File: src/rtl/ucsbece154b_bpred_gen2_if.sv
// Fetch/execute interface of the second-generation branch predictor.
//  master : fetch and execute stages (drive fetch PC and resolved-branch updates)
//  slave  : the predictor (returns the combinational prediction)
//  fetch_valid_i / pc_i                  fetch PC and advance qualifier
//  pred_taken_o / pred_target_o          predicted redirect and target
//  pred_ghr_o / pred_ras_ptr_o           checkpoint carried down the pipe with the instruction
//  upd_*                                 resolved control instruction from execute
interface ucsbece154b_bpred_gen2_if #(
    parameter int unsigned NUM_GHR_BITS = 5,
    parameter int unsigned RAS_DEPTH    = 4
);
    localparam int unsigned RAS_PTR_W = $clog2(RAS_DEPTH);

    logic                    fetch_valid_i;
    logic [31:0]             pc_i;
    logic                    pred_taken_o;
    logic [31:0]             pred_target_o;
    logic [NUM_GHR_BITS-1:0] pred_ghr_o;
    logic [RAS_PTR_W-1:0]    pred_ras_ptr_o;
    logic                    upd_valid_i;
    logic [31:0]             upd_pc_i;
    logic [31:0]             upd_target_i;
    logic [1:0]              upd_type_i;
    logic                    upd_taken_i;
    logic                    upd_mispredict_i;
    logic [NUM_GHR_BITS-1:0] upd_ghr_i;
    logic [RAS_PTR_W-1:0]    upd_ras_ptr_i;

    modport master (
        output fetch_valid_i, pc_i,
        output upd_valid_i, upd_pc_i, upd_target_i, upd_type_i, upd_taken_i,
        output upd_mispredict_i, upd_ghr_i, upd_ras_ptr_i,
        input  pred_taken_o, pred_target_o, pred_ghr_o, pred_ras_ptr_o
    );

    modport slave (
        input  fetch_valid_i, pc_i,
        input  upd_valid_i, upd_pc_i, upd_target_i, upd_type_i, upd_taken_i,
        input  upd_mispredict_i, upd_ghr_i, upd_ras_ptr_i,
        output pred_taken_o, pred_target_o, pred_ghr_o, pred_ras_ptr_o
    );
endinterface

File: src/rtl/ucsbece154b_bpred_gen2.sv
// Second-generation fetch-stage branch predictor: set-associative BTB with per-entry
// type, bimodal/gshare 2-bit PHT, speculative GHR with mispredict repair, and a RAS.
// Prediction is combinational on the fetch PC; training and repair land at posedge clk.
//  clk       clock
//  reset_ni  synchronous active-low reset
//  bus       predictor side (slave) of ucsbece154b_bpred_gen2_if
module ucsbece154b_bpred_gen2 #(
    parameter int unsigned NUM_BTB_ENTRIES = 32,
    parameter int unsigned NUM_WAYS        = 2,
    parameter int unsigned NUM_GHR_BITS    = 5,
    parameter int unsigned PRED_MODE       = 1,
    parameter int unsigned RAS_DEPTH       = 4
) (
    input logic                      clk,
    input logic                      reset_ni,
    ucsbece154b_bpred_gen2_if.slave  bus
);
    localparam int unsigned NUM_SETS = NUM_BTB_ENTRIES / NUM_WAYS;
    localparam int unsigned SET_W    = $clog2(NUM_SETS);
    localparam int unsigned TAG_W    = 30 - SET_W;
    localparam int unsigned PHT_N    = 2 ** NUM_GHR_BITS;
    localparam int unsigned GHR_W    = NUM_GHR_BITS;
    localparam int unsigned PTR_W    = $clog2(RAS_DEPTH);
    localparam int unsigned CNT_W    = $clog2(RAS_DEPTH + 1);

    localparam logic [1:0] T_BR   = 2'b00;
    localparam logic [1:0] T_JAL  = 2'b01;
    localparam logic [1:0] T_CALL = 2'b10;
    localparam logic [1:0] T_RET  = 2'b11;

    // Storage
    logic             btb_valid  [NUM_SETS][NUM_WAYS];
    logic [TAG_W-1:0] btb_tag    [NUM_SETS][NUM_WAYS];
    logic [31:0]      btb_target [NUM_SETS][NUM_WAYS];
    logic [1:0]       btb_type   [NUM_SETS][NUM_WAYS];
    logic             lru        [NUM_SETS];
    logic [1:0]       pht        [PHT_N];
    logic [31:0]      ras_data   [RAS_DEPTH];
    logic [GHR_W-1:0] ghr;
    logic [PTR_W-1:0] ras_ptr;
    logic [CNT_W-1:0] ras_cnt;

    // Next-state / combinational signals
    logic [GHR_W-1:0] ghr_n;
    logic [PTR_W-1:0] ras_ptr_n;
    logic [CNT_W-1:0] ras_cnt_n;
    logic             push_en_c;
    logic [PTR_W-1:0] push_idx_c;
    logic [31:0]      push_data_c;

    logic [SET_W-1:0] f_set_c;
    logic [TAG_W-1:0] f_tag_c;
    logic             f_hit_c;
    logic             f_way_c;
    logic [1:0]       f_type_c;
    logic [31:0]      f_tgt_c;
    logic [GHR_W-1:0] f_pht_idx_c;
    logic             f_dir_c;
    logic             taken_c;
    logic [31:0]      target_c;

    logic [SET_W-1:0] u_set_c;
    logic [TAG_W-1:0] u_tag_c;
    logic             u_hit_c;
    logic             u_way_c;
    logic             u_wr_c;
    logic             u_wr_way_c;
    logic [GHR_W-1:0] u_pht_idx_c;
    logic [1:0]       pht_cur_c;
    logic [1:0]       pht_n_c;
    logic             repair_c;
    logic             unused_pc_bits;

    assign unused_pc_bits = ^{bus.pc_i[1:0], bus.upd_pc_i[1:0]};

    // Fetch-side index/tag split
    assign f_set_c     = bus.pc_i[SET_W+1:2];
    assign f_tag_c     = bus.pc_i[31:SET_W+2];
    assign f_pht_idx_c = bus.pc_i[GHR_W+1:2] ^ ((PRED_MODE != 0) ? ghr : '0);

    // Fetch BTB tag match (lowest matching way wins; allocation never duplicates)
    always_comb begin
        f_hit_c = 1'b0;
        f_way_c = 1'b0;
        for (int w = 0; w < int'(NUM_WAYS); w++) begin
            if (!f_hit_c && btb_valid[f_set_c][w] && (btb_tag[f_set_c][w] == f_tag_c)) begin
                f_hit_c = 1'b1;
                f_way_c = 1'(w);
            end
        end
    end

    assign f_type_c = btb_type[f_set_c][f_way_c];
    assign f_tgt_c  = btb_target[f_set_c][f_way_c];
    assign f_dir_c  = pht[f_pht_idx_c][1];

    // Prediction: direction from PHT for branches, always taken for jumps; returns use RAS top
    always_comb begin
        taken_c  = 1'b0;
        target_c = 32'd0;
        if (f_hit_c) begin
            case (f_type_c)
                T_BR: begin
                    taken_c  = f_dir_c;
                    target_c = f_dir_c ? f_tgt_c : 32'd0;
                end
                T_JAL, T_CALL: begin
                    taken_c  = 1'b1;
                    target_c = f_tgt_c;
                end
                default: begin
                    taken_c  = 1'b1;
                    target_c = (ras_cnt != '0) ? ras_data[ras_ptr] : f_tgt_c;
                end
            endcase
        end
    end

    assign bus.pred_taken_o   = taken_c;
    assign bus.pred_target_o  = target_c;
    assign bus.pred_ghr_o     = ghr;
    assign bus.pred_ras_ptr_o = ras_ptr;

    // Update-side lookup
    assign u_set_c     = bus.upd_pc_i[SET_W+1:2];
    assign u_tag_c     = bus.upd_pc_i[31:SET_W+2];
    assign u_pht_idx_c = bus.upd_pc_i[GHR_W+1:2] ^ ((PRED_MODE != 0) ? bus.upd_ghr_i : '0);

    always_comb begin
        u_hit_c = 1'b0;
        u_way_c = 1'b0;
        for (int w = 0; w < int'(NUM_WAYS); w++) begin
            if (!u_hit_c && btb_valid[u_set_c][w] && (btb_tag[u_set_c][w] == u_tag_c)) begin
                u_hit_c = 1'b1;
                u_way_c = 1'(w);
            end
        end
    end

    // A not-taken branch that misses is never allocated
    assign u_wr_c     = bus.upd_valid_i &
                        (u_hit_c | bus.upd_taken_i | (bus.upd_type_i != T_BR));
    assign u_wr_way_c = u_hit_c ? u_way_c : ((NUM_WAYS == 2) ? lru[u_set_c] : 1'b0);

    // Saturating 2-bit counter step
    assign pht_cur_c = pht[u_pht_idx_c];
    always_comb begin
        pht_n_c = pht_cur_c;
        if (bus.upd_taken_i) begin
            if (pht_cur_c != 2'b11) pht_n_c = pht_cur_c + 2'd1;
        end else begin
            if (pht_cur_c != 2'b00) pht_n_c = pht_cur_c - 2'd1;
        end
    end

    assign repair_c = bus.upd_valid_i & bus.upd_mispredict_i;

    // Speculative GHR/RAS advance; a repair from execute takes priority over the fetch
    always_comb begin
        ghr_n       = ghr;
        ras_ptr_n   = ras_ptr;
        ras_cnt_n   = ras_cnt;
        push_en_c   = 1'b0;
        push_idx_c  = ras_ptr + PTR_W'(1);
        push_data_c = bus.pc_i + 32'd4;
        if (repair_c) begin
            ghr_n     = (bus.upd_type_i == T_BR) ?
                        {bus.upd_ghr_i[GHR_W-2:0], bus.upd_taken_i} : bus.upd_ghr_i;
            ras_ptr_n = bus.upd_ras_ptr_i;
            if (bus.upd_type_i == T_CALL) begin
                push_en_c   = 1'b1;
                push_idx_c  = bus.upd_ras_ptr_i + PTR_W'(1);
                push_data_c = bus.upd_pc_i + 32'd4;
                ras_ptr_n   = push_idx_c;
                if (ras_cnt != CNT_W'(RAS_DEPTH)) ras_cnt_n = ras_cnt + CNT_W'(1);
            end else if ((bus.upd_type_i == T_RET) && (ras_cnt != '0)) begin
                ras_ptr_n = bus.upd_ras_ptr_i - PTR_W'(1);
                ras_cnt_n = ras_cnt - CNT_W'(1);
            end
        end else if (bus.fetch_valid_i && f_hit_c) begin
            case (f_type_c)
                T_BR: ghr_n = {ghr[GHR_W-2:0], f_dir_c};
                T_CALL: begin
                    push_en_c = 1'b1;
                    ras_ptr_n = push_idx_c;
                    if (ras_cnt != CNT_W'(RAS_DEPTH)) ras_cnt_n = ras_cnt + CNT_W'(1);
                end
                T_RET: begin
                    if (ras_cnt != '0) begin
                        ras_ptr_n = ras_ptr - PTR_W'(1);
                        ras_cnt_n = ras_cnt - CNT_W'(1);
                    end
                end
                default: ;
            endcase
        end
    end

    // Control state: valid bits, LRU, PHT, GHR, RAS pointer/count
    always_ff @(posedge clk) begin
        if (!reset_ni) begin
            ghr     <= '0;
            ras_ptr <= '0;
            ras_cnt <= '0;
            for (int s = 0; s < int'(NUM_SETS); s++) begin
                lru[s] <= 1'b0;
                for (int w = 0; w < int'(NUM_WAYS); w++) btb_valid[s][w] <= 1'b0;
            end
            for (int i = 0; i < int'(PHT_N); i++) pht[i] <= 2'b01;
        end else begin
            ghr     <= ghr_n;
            ras_ptr <= ras_ptr_n;
            ras_cnt <= ras_cnt_n;
            if (u_wr_c) begin
                btb_valid[u_set_c][u_wr_way_c] <= 1'b1;
                lru[u_set_c] <= (NUM_WAYS == 2) ? ~u_wr_way_c : 1'b0;
            end
            if (bus.upd_valid_i && (bus.upd_type_i == T_BR)) pht[u_pht_idx_c] <= pht_n_c;
        end
    end

    // Payload storage: only meaningful behind valid bits / RAS count, so left unreset
    always_ff @(posedge clk) begin
        if (reset_ni) begin
            if (u_wr_c) begin
                btb_tag[u_set_c][u_wr_way_c]    <= u_tag_c;
                btb_target[u_set_c][u_wr_way_c] <= bus.upd_target_i;
                btb_type[u_set_c][u_wr_way_c]   <= bus.upd_type_i;
            end
            if (push_en_c) ras_data[push_idx_c] <= push_data_c;
        end
    end
endmodule

File: src/flat_wrapper.sv
// flat-port wrapper written by rule: the top's interface ports become plain ports
module ucsbece154b_bpred_gen2_flat 
#(
    parameter int unsigned NUM_BTB_ENTRIES = 32,
    parameter int unsigned NUM_WAYS        = 2,
    parameter int unsigned NUM_GHR_BITS    = 5,
    parameter int unsigned PRED_MODE       = 1,
    parameter int unsigned RAS_DEPTH       = 4
)
  (clk, reset_ni, bus_fetch_valid_i, bus_pc_i, bus_upd_valid_i, bus_upd_pc_i, bus_upd_target_i, bus_upd_type_i, bus_upd_taken_i, bus_upd_mispredict_i, bus_upd_ghr_i, bus_upd_ras_ptr_i, bus_pred_taken_o, bus_pred_target_o, bus_pred_ghr_o, bus_pred_ras_ptr_o);
  ucsbece154b_bpred_gen2_if #(.NUM_GHR_BITS(NUM_GHR_BITS), .RAS_DEPTH(RAS_DEPTH)) bus_i ();
  input logic clk;
  input logic reset_ni;
  input wire logic [$bits(bus_i.fetch_valid_i)-1:0] bus_fetch_valid_i;
  input wire logic [$bits(bus_i.pc_i)-1:0] bus_pc_i;
  input wire logic [$bits(bus_i.upd_valid_i)-1:0] bus_upd_valid_i;
  input wire logic [$bits(bus_i.upd_pc_i)-1:0] bus_upd_pc_i;
  input wire logic [$bits(bus_i.upd_target_i)-1:0] bus_upd_target_i;
  input wire logic [$bits(bus_i.upd_type_i)-1:0] bus_upd_type_i;
  input wire logic [$bits(bus_i.upd_taken_i)-1:0] bus_upd_taken_i;
  input wire logic [$bits(bus_i.upd_mispredict_i)-1:0] bus_upd_mispredict_i;
  input wire logic [$bits(bus_i.upd_ghr_i)-1:0] bus_upd_ghr_i;
  input wire logic [$bits(bus_i.upd_ras_ptr_i)-1:0] bus_upd_ras_ptr_i;
  output wire logic [$bits(bus_i.pred_taken_o)-1:0] bus_pred_taken_o;
  output wire logic [$bits(bus_i.pred_target_o)-1:0] bus_pred_target_o;
  output wire logic [$bits(bus_i.pred_ghr_o)-1:0] bus_pred_ghr_o;
  output wire logic [$bits(bus_i.pred_ras_ptr_o)-1:0] bus_pred_ras_ptr_o;
  assign bus_i.fetch_valid_i = bus_fetch_valid_i;
  assign bus_i.pc_i = bus_pc_i;
  assign bus_i.upd_valid_i = bus_upd_valid_i;
  assign bus_i.upd_pc_i = bus_upd_pc_i;
  assign bus_i.upd_target_i = bus_upd_target_i;
  assign bus_i.upd_type_i = bus_upd_type_i;
  assign bus_i.upd_taken_i = bus_upd_taken_i;
  assign bus_i.upd_mispredict_i = bus_upd_mispredict_i;
  assign bus_i.upd_ghr_i = bus_upd_ghr_i;
  assign bus_i.upd_ras_ptr_i = bus_upd_ras_ptr_i;
  assign bus_pred_taken_o = bus_i.pred_taken_o;
  assign bus_pred_target_o = bus_i.pred_target_o;
  assign bus_pred_ghr_o = bus_i.pred_ghr_o;
  assign bus_pred_ras_ptr_o = bus_i.pred_ras_ptr_o;
  ucsbece154b_bpred_gen2 #(.NUM_BTB_ENTRIES(NUM_BTB_ENTRIES), .NUM_WAYS(NUM_WAYS), .NUM_GHR_BITS(NUM_GHR_BITS), .PRED_MODE(PRED_MODE), .RAS_DEPTH(RAS_DEPTH)) u_core (.clk(clk), .reset_ni(reset_ni), .bus(bus_i));
endmodule
File: config.mk
export PLATFORM = sky130hd
export DESIGN_NAME = ucsbece154b_bpred_gen2_flat
export DESIGN_NICKNAME = d
export VERILOG_FILES = /design/src/rtl/ucsbece154b_bpred_gen2_if.sv /design/src/rtl/ucsbece154b_bpred_gen2.sv /design/src/flat_wrapper.sv
export SDC_FILE = /design/constraint.sdc
export NUM_CORES = 2
export LEC_CHECK = 0
export BUFFER_PORTS_ARGS = -buffer_cell sky130_fd_sc_hd__buf_2
export CAP_MARGIN = 20
export CORE_MARGIN = 4
export CORE_UTILIZATION = 61
export CTS_BUF_LIST = sky130_fd_sc_hd__clkbuf_8
export CTS_CLUSTER_DIAMETER = 40
export DETAILED_ROUTE_END_ITERATION = 10
export PLACE_DENSITY = 0.79
export SLEW_MARGIN = 40
export SYNTH_ARGS = -nofsm -noshare
export SYNTH_HDL_FRONTEND = slang
export SYNTH_SLANG_ARGS = --single-unit
File: constraint.sdc
create_clock -name clk -period 11.1 [get_ports clk]
set_input_delay 0 -clock clk [delete_from_list [all_inputs] [get_ports clk]]
set_output_delay 0 -clock clk [all_outputs]
set_load 0.02 [all_outputs]
==> results.md <==
Floorplan:
- The starting utilization of the core area is 61.59%.
- In this run the core area contains between 100 and 150 standard-cell rows.
- In this run the standard cell core region covers about 150,000 um^2.
- The die covers roughly 160,000 um^2.
- The width of the die is 403.1 um.
- The die height is between 400 and 500 um.
- The count of pins on the block boundary is between 150 and 200.

Routing:
- The number of design rule violations left after detail routing is 0.
- The violation count after the first detailed-routing iteration is ~10,000.
- The detail route stage leaves a number of antenna-violating nets equal to 0.
- Using the TritonRoute via totals, the vias-per-cell ratio works out to a little over 7.
- After detailed routing, the average wire length per cell comes to 37.25 um.
- The final layout contains routed wiring with a total length of a little under 300 mm.
- The first TritonRoute pass finished after 8 iterations.
- The routed layout has 56,100 vias.

Setup path:
- On the worst path, the slowest cell contributes a delay of roughly 0.70 ns.
- The arrival time at the worst endpoint is 7.12 ns.
- In this run the critical register-to-register path is captured at u_core.btb_tag[15][10]$_DFFE_PP_.
- The critical path launch point is bus_pc_i[4].
- The startpoint of the lowest-slack register-to-register path is u_core.btb_tag[12][26]$_DFFE_PP_.
- Traced cell by cell, the critical path runs through buf_8, buf_4, nor2b_1, buf_4, a22o_1, o21a_1, nor3_1, a32oi_1, nor4_1, and3b_1, nand4_4, mux4_2, inv_1, ha_1, nand2_1, nand2_1, nand2_2, o22ai_1, buf_2.
- The critical path contains buffers and inverters numbering 5 combined.
- Along the worst path, the maximum fanout reaches 50.
- The critical path start-end classification is input pin to output pin.
- The critical path endpoint is bus_pred_target_o[11].
- STA classifies the critical path endpoint as an output pin.
- Grouping stages by cell kind, the critical path spends the most delay in simple AND/OR/NAND/NOR gates.
- The worst setup path is launched from an input pin.
- The reg2reg setup slack is 4.68 ns.
- The critical path crosses 19 cells after its start point.
- Counting cells, the worst reg-to-reg path comes to 11.
- The largest individual stage delay along the critical path comes from the cell buf_4.
- The required arrival time at the worst endpoint is 11.10 ns.

Yosys:
- The post-synthesis instance area is around 95,000 um^2.
- Among all flip-flop cells after synthesis, the most frequent one is edfxtp_1.
- Yosys printed 0 warnings.
- The number of flops mapped to enable cells by yosys is ~2,100.
- The netlist uses 93 different library cells.
- The synthesized net count is between 5,000 and 6,000.
- After technology mapping, the gate count stands at 4,901.
- The post-synthesis cell type with the largest combined area is edfxtp_1.
- The dominant cell by count in the synthesized netlist is edfxtp_1.
- In the post-synthesis netlist, the biggest area contributors are edfxtp_1 67%, mux4_2 18%, mux2i_1 3.8%, dfxtp_1 1.3%, xnor2_1 1.1%.
- Summed over its instances, the top area cell type makes up between 60% and 70% of the synthesized netlist area.
- The per-instance average area after synthesis is between 15 and 20 um^2.
- The commonest cells after synthesis are 2,112 x edfxtp_1, 762 x mux4_2, 361 x mux2i_1, 208 x nand2_1, 124 x xnor2_1.
- Counting flops with an async set or reset pin after synthesis yields a share of 0%.
- Summing the sequential cell areas from Yosys gives roughly two thirds of the chip area.
- Synthesis inferred 2,172 register bits.

Timing:
- The count of endpoints failing hold in the final timing report is 0.
- Setup repair after global routing left no endpoint under its margin.
- The final count of negative-setup-slack endpoints is 0.
- Summed over all failing endpoints, the final setup total negative slack is 0 ns.
- The final-report max-slew violation count is 0.
- For the final database, setup skew stands at 0.08979 ns.
- The worst relative slew slack is between 20% and 30%.
- Counting I/O delays and the setup requirement, the final critical path takes between 7 and 8 ns.
- The final period utilization is 64.10%.
- The slew at the pin closest to its max-slew limit is between 1 and 1.5 ns.
- The maximum clock frequency is 140.5 MHz.

Hold path:
- The depth of the worst hold-timing path is 3.
- The worst hold path belongs to the class input pin to flip-flop.

Clocking:
- The tree is rooted in a clkbuf_8.
- In this run the number of H-tree levels came out at 5.
- The buffer depth of the longest clock path is 4.
- In this run, CTS created clock tree buffers numbering 361.
- The count of buffers added by post-CTS timing repair for setup is 0.
- The clock tree from TritonCTS is built.
- Counting every sink on the clock net gives 2,172.
- The clock-pin slew reported for the worst setup and hold paths after clock tree synthesis is around 0.06 ns.
- The clock latency of the later-clocked register in the worst-skew pair is about 1.1 ns.

Placement:
- In this run the cell area measured after placement is between 90,000 and 100,000 um^2.
- At the end of routability-driven placement, the weighted congestion stood at just over 1.
- The HPWL after detailed placement is between 150 and 200 mm.
- The port buffer count is 150.

GRT:
- After global routing the overflow that remains totals 0.
- The maximum number of pins on one net before global-route repair is approximately 100.
- The total global routing track utilization is 35.63%.
- The number of antenna violations at the first check in global routing is 11.
- The first-pass GRT wire length is ~410 mm.
- The via count of the first global-routing pass is between 50,000 and 60,000.

Power:
- The part of the power in registers is 53.3%.
- The overall power consumption is 16.99 mW.
- Combinational logic burns roughly 8% of the power.
- In this run the static leakage power is between 30 and 40 nW.
- The proportion of power drawn by the clock network is ~39%.
- The cell internal power dissipation is between 10 and 15 mW.
- Power spread over the standard cell area amounts to 158.4 nW/um^2.
- The net load switching power is approximately 4.0 mW.
- Across the VDD grid, the largest voltage drop is between 0.0001 and 0.00015 V.
- The switching part of the total power is between 20% and 30%.

Flow run:
- The tool flagged a number of max-cap violations equal to 0.

Status:
- The flow ran to the end, and the final reports show no timing, DRC or antenna violations.

Final layout:
- Of the cells placed in the final design, the portion with a size suffix greater than 1 is between 20% and 30%.
- The total number of nets in the final design is approximately 5,600.
- The finished cells cover roughly 110,000 um^2.
- From synthesis to final layout, the design area changed by 12.71%.
## through the flow
| stage | cells | util [%] | worst slack, ns | hold slack, ns |
|---|---|---|---|---|
| 4_1_cts | 7739 | 69.29 | 4.178 | 0.003599 |
| 6_report | 7761 | 69.42 | 3.985 | 0.05880 |
| 5_1_grt | 7752 | 69.40 | 3.883 | 0.05721 |
| 3_5_place_dp | 6922 | 63.84 | 3.995 | 0.4217 |
| 2_1_floorplan | 4901 | - | 3.313 | 0.09887 |
| 3_3_place_gp | 6907 | 63.59 | 3.999 | 0.4065 |
## placed cells by master (no fill, tap or decap), types with 10 or more instances in the layout
master and count:
bufinv_16 13, a21oi_1 36, nor2_1 90, nand3_1 82, o21ai_0 42, dlygate4sd3_1 158, a21o_1 19, dfxtp_1 58
a211oi_1 10, buf_4 104, buf_6 17, nor2b_1 20, a22o_1 11, a221oi_1 17, clkinv_2 35, o22ai_1 62
a22oi_1 56, and3_1 12, clkinv_1 82, inv_1 185, nand2_1 207, nand4_1 43, buf_12 16, diode_2 13
clkbuf_8 371, buf_2 170, ha_1 11, edfxtp_1 2112, nor3_1 25, nor2_4 31, mux2i_1 359, mux4_2 762
xor2_1 36, mux2_2 44, o211ai_1 17, a31oi_1 11, xnor2_1 124, buf_16 14, o21ai_1 30
## per-layer routing
metal / global-route usage [%] / wire length (um) / up-vias
met5: 0 / 49 / -
met4: 16.02 / 15060 / 8
met3: 11.12 / 42500 / 847
met2: 52.54 / 131400 / 4993
met1: 49.78 / 100100 / 28630
li1: - / - / 21620
## state kept, by name, summed over array words and instances (netlist names), named ones only
name and flops:
u_core.lru 16, u_core.pht 64, u_core.ras_cnt 3, u_core.bus.pred_ghr_o 5
u_core.btb_type 64, u_core.bus.pred_ras_ptr_o 2, u_core.ras_data 128, u_core.btb_valid 32
u_core.btb_tag 832, u_core.btb_target 1024
## layout make-up
type,count,area (um^2)
inverters,77,296.5
repair buffers,489,4270
multi-input cells,2335,28980
clock buffers,371,5106
diodes,13,32.53
well taps,2044,2557
clock inverters,260,1445
fillers,9256,47280
flip-flops and latches,2172,64630
## power by group through the flow
stage	clock network, mW	registers, mW	logic (mW)
CTS	6.60	9.05	1.36
global route	7.03	9.05	1.45
detailed placement	0	9.22	1.30
floorplan	0	9.22	0.795
global placement	0	9.22	1.27
finish	6.54	9.05	1.40
## what timing repair did
action,4_1_cts,5_1_grt
endpoints found under the setup margin,0,0
hold buffers,186,0
resized for setup,0,0
endpoints found under the hold margin,2566,0
## worst reg2reg max path, cell delays in order, from the launching register on
cell	delay, ns
edfxtp_1	0.41
mux4_2	0.48
mux4_2	0.50
xnor2_1	0.71
and4_1	0.30
nand4_1	0.15
nor4_4	0.76
or4b_1	0.51
nand2_1	0.59
nor3_2	0.27
buf_4	0.56
buf_4	0.71
## how the worst min path moves through the flow
stage,start,end,slack (ns)
5_1_grt,bus_upd_pc_i[30],u_core.btb_tag[8][24]$_DFFE_PP_,0.06
3_5_place_dp,bus_upd_pc_i[0],u_core.ras_data[3][0]$_DFFE_PP_,0.42
6_report,bus_pc_i[2],u_core.ras_data[3][2]$_DFFE_PP_,0.06
4_1_cts,bus_upd_target_i[20],u_core.btb_target[8][52]$_DFFE_PP_,0.004
3_3_place_gp,bus_upd_pc_i[0],u_core.ras_data[0][0]$_DFFE_PP_,0.41
2_1_floorplan,bus_upd_pc_i[6],u_core.btb_tag[0][0]$_DFFE_PP_,0.1
## logic make-up after synthesis
group / after synthesis / share of synthesized area [%]
buffers and inverters: 394 / 2.182
xor gates and xnor gates: 164 / 1.524
AOI/OAI and AO/OA: 406 / 2.998
muxes: 1168 / 22.37
and+or+nand+nor: 584 / 2.886
DFF: 2172 / 67.87
adders and majority gates: 13 / 0.1682
(Power assumes the default switching activity.)
